**src/rtl/adder_8.sv**
```systemverilog
// adder_8: 8-bit ripple-carry adder with combinational result and registered copy plus signed overflow
module adder_8 (
  input  logic       clk,
  input  logic       rst_n,
  input  logic [7:0] in1,
  input  logic [7:0] in2,
  input  logic       cin,
  output logic [7:0] sum,
  output logic       cout,
  output logic [7:0] sum_q,
  output logic       cout_q,
  output logic       ovf_q
);
  logic [8:0] c;
  assign c[0] = cin;
  for (genvar i = 0; i < 8; i++) begin : g_fa
    assign sum[i]   = in1[i] ^ in2[i] ^ c[i];
    assign c[i+1] = (in1[i] & in2[i]) | (c[i] & (in1[i] ^ in2[i]));
  end
  assign cout = c[8];
  always_ff @(posedge clk or negedge rst_n)
    if (!rst_n) begin
      sum_q  <= 8'h00;
      cout_q <= 1'b0;
      ovf_q  <= 1'b0;
    end else begin
      sum_q  <= sum;
      cout_q <= cout;
      ovf_q  <= c[7] ^ c[8];
    end
endmodule

```
**config.mk**
```make
export PLATFORM = sky130hd
export DESIGN_NAME = adder_8
export DESIGN_NICKNAME = d
export VERILOG_FILES = /design/src/rtl/adder_8.sv
export SDC_FILE = /design/constraint.sdc
export NUM_CORES = 1
export LEC_CHECK = 0
export CORE_UTILIZATION = 30
export CTS_CLUSTER_SIZE = 20
export DETAILED_ROUTE_END_ITERATION = 10
export GPL_ROUTABILITY_DRIVEN = 0
export PLACE_DENSITY = 0.76
export SYNTH_ARGS = -nofsm -noshare
export SYNTH_HDL_FRONTEND = slang
export SYNTH_SLANG_ARGS = --single-unit
```
**constraint.sdc**
```tcl
create_clock -name clk -period 5.9 [get_ports clk]
set_clock_uncertainty 0.15 [all_clocks]
set_input_delay 1.18 -clock clk [delete_from_list [all_inputs] [get_ports clk]]
set_output_delay 1.18 -clock clk [all_outputs]
set_load 0.05 [all_outputs]
```
# Word level (Yosys, flattened, before mapping)
# Cells that the tools add are included.
[totals] regBits=10 input_bits=19 out_inout_bits=19
[op_classes] n_bitwise=41
[op_table] operator="1-bit XOR" count=17
[op_table] operator="1-bit bitwise AND" count=16
[op_table] operator="1-bit OR" count=8

# Depth between registers and ports, before layout
[depth] depth_word=18 depth_mapped=12 depth_no_buf=12

# Least setup slack after synthesis
# Ideal clock, no wire load.
[synth_timing] path_kind="input-to-output" start="input in1[0]" end="output sum[7]" arrival_time_ns=4.542 required_ns=4.570 path_slack_ns=0.028 cell_stages=12 path_cell_list="fa_1 -> inv_1 -> fa_1 -> inv_1 -> fa_1 -> fa_1 -> fa_1 -> fa_1 -> fa_1 -> inv_1 -> fa_1 -> inv_1"
[synth_between] elab_chain_len=16
[synth_lines] item="from (decl)" line="5" text="input logic [7:0] in1,"
[synth_lines] item="1-bit XOR" line="18" text="assign c[i+1] = (in1[i] & in2[i]) | (c[i] & (in1[i] ^ in2[i]));"
[synth_lines] item="1-bit bitwise AND" line="18"
[synth_lines] item="1-bit OR *" line="18"
[synth_lines] item="1-bit bitwise AND *" line="18"
[synth_lines] item="1-bit OR *" line="18"
[synth_lines] item="1-bit bitwise AND *" line="18"
[synth_lines] item="1-bit OR *" line="18"
[synth_lines] item="1-bit bitwise AND *" line="18"
[synth_lines] item="1-bit OR *" line="18"
[synth_lines] item="1-bit bitwise AND *" line="18"
[synth_lines] item="1-bit OR *" line="18"
[synth_lines] item="1-bit bitwise AND *" line="18"
[synth_lines] item="1-bit OR *" line="18"
[synth_lines] item="1-bit bitwise AND *" line="18"
[synth_lines] item="1-bit OR *" line="18"
[synth_lines] item="1-bit XOR *" line="17" text="assign sum[i] = in1[i] ^ in2[i] ^ c[i];"
[synth_lines] item="to (decl)" line="8" text="output logic [7:0] sum,"
# Mark *: on every way between the ends. The rest lies on a longest branch, timed or not.

# Worst setup path in the final report
# Same ends and word-level chain as after synthesis.

==> results.md <==
- Horiz. Die Dim: 41.0 um
- CTS root buffer: clkbuf_4
- H-tree Lvls: 1
- Vias: 367
- Post-Syn Nets: 56
- Area Overhead vs Synth: 106%
- Total of max-cap violations: 0
- Final-report setup violation count: 0
- Cell count after synthesis: 29
- Distinct cell type count after synthesis: 4
- CORE AREA: 0.00135 mm2
- Seq/Total Area, Yosys: 54.8%
- Synth warn: 0
- WP data arrival: 4.45 ns
- Crit Path Category: primary input to primary output
- HP Class: primary input to async pin
- Port Buffer Count: 37
- Drt initial violations: 1
- Delay-heaviest family, CP: adder cells
- CTS tree: done
- Outcome: finished, final reports clean
- Die ar.: 0.00168 mm2
- WP buf/inv: 6
- Setup TNS: 0 ns
- WL final: 1250 um
- WL per Instance: 14.0 um
- Initial Utilization: 33.8%
- Most frequent cells in the layout: clkdlybuf4s50_1 (29), dfrtp_1 (10), fa_2 (7)
- Pwr dens: 354 mW/mm2
- Flop pwr share: 25.4%
- Sw power: 143 uW
- Net Sw Frac: 42.9%
- Diodes inserted: 0
- Mean Syn Cell Area: 15.7 um2
- Layout net count: 102
- Non-filler cells in the finished layout: 89
- Pint: 190 uW
- Drt pass-1 iters: 2
- Comb power frac: 56.5%
- CTS Sinks: 10
- Crit-path max FO: 2
- Antenna-violating nets left: 0
- Final Max Slew Viols: 0
- Slew Limit Headroom: 65.6%
- FP Rows: 13
- Commonest non-fill, non-tap cell in the layout: clkdlybuf4s50_1
- Via density: 4.12
- FF+latch count, synth: 10
- Critical Path RT: 4.57 ns
- Worst vdd rail ir drop: 0.154 mV
- Pre-CTS WS: -0.462 ns
- Antenna violations before repair: 0
- Vias in the first global route: 351
- Gr ovfl total: 0
- CP max stage delay: 0.42 ns
- DP Cell Count: 83
- RSZ-0062 raised after global routing: false
- Period minus WS final: 5.78 ns
- Crit share post-route: 97.9%
- Clock buffer depth: 2
- Clk pwr share: 18.1%
- Pin count of the biggest net entering global routing: 11
- Synth Cell Area: 457 um2
- Drt drc: 0
- Min Hold Slack: 1.08 ns
- Cell mode on critical path: fa_2
- CP Launch Type: primary input
- Pleak: 0.000423 uW
- Post-Route Utilization: 69.6%
- Worst-Margin Slew: 0.514 ns
- Chip height: 41.0 um
- Maximum clock frequency: 0.173 GHz
- Reg clk slew, reported paths: 0.07 ns
- Worst path cell trace: buf_2, fa_2, inv_2, fa_2, inv_2, fa_2, fa_2, fa_2, fa_2, fa_2, inv_2, fa_1, inv_2, buf_12
- Final setup margin: 0.125 ns
- Slowest cell on crit path: fa_1
- Share of cells above drive strength 1: 36.5%
- IO Count: 38
- Global-route wire length before repair: 1790 um
- Final hold viol count: 0
- Inserted Clock Buffers: 3
- CTS Hold Bufs: 0
- Worst Setup End Kind: primary output
- GR Util All Layers: 17.8%
-- sequential cells by signal (all words and copies together), names as in the netlist --
name / flops
cout_q: 1
ovf_q: 1
sum_q: 8
-- synthesized netlist by cell type --
library cell / number / area [um2]
dfrtp_1: 10 / 250
fa_1: 8 / 160
inv_1: 10 / 37.5
xnor2_1: 1 / 8.76
-- repair_timing --
action | 4_1_cts | 5_1_grt
setup buffers | 1 | 1
pin swaps | 8 | 4
gates resized for setup | 23 | 0
setup endpoints to repair | 3 | 1
-- power groups by stage --
stage	Clock, uW	Combinational, uW	Sequential, uW
after global routing	66.0	197	85.6
after global placement	0	181	85.2
after floorplan	0	62.8	131
after detailed placement	0	184	85.7
after CTS	61.7	188	84.7
final	60.3	188	84.5
-- per-layer routing --
| layer | vias to the layer above | global-route usage, % | share of wire, % |
|---|---|---|---|
| li1 | 169 | - | - |
| met1 | 174 | 22.4 | 40 |
| met2 | 22 | 28.9 | 49 |
| met3 | 2 | 2.72 | 11 |
| met4 | 0 | 10.0 | 0.80 |
| met5 | - | 0 | 0 |
-- path summary, 6_finish.rpt --
| kind | from | end | slack (ns) | depth (start not counted) |
|---|---|---|---|---|
| worst max-delay path | in1[0] | sum[7] | 0.12 | 14 |
| worst min-delay path | rst_n | sum_q[5] | 1.08 | 1 |
| min in group clk | in2[0] | sum_q[0] | 1.10 | 2 |
| max in group asynchronous | rst_n | sum_q[4] | 4.22 | 1 |
-- per-stage QoR --
stage,cell area (um2),power (uW)
final,940,333
after global routing,940,349
after CTS,932,335
after detailed placement,886,270
after global placement,886,267
after floorplan,457,194
-- cell families after synthesis --
logic type	synth area share, %
buffers and inverters	8.22
flip-flops	54.8
adder cells (fa/ha/maj)	35.1
XOR/XNOR	1.92
-- layout make-up --
| type | instances | area [um2] |
|---|---|---|
| Clock buffer | 4 | 36.3 |
| Fill cell | 99 | 410 |
| Multi-Input combinational cell | 9 | 186 |
| Inverter | 10 | 37.5 |
| Timing Repair Buffer | 41 | 410 |
| Sequential cell | 10 | 250 |
| Tap cell | 15 | 18.8 |
No activity file was read; power rests on OpenSTA's default activity.
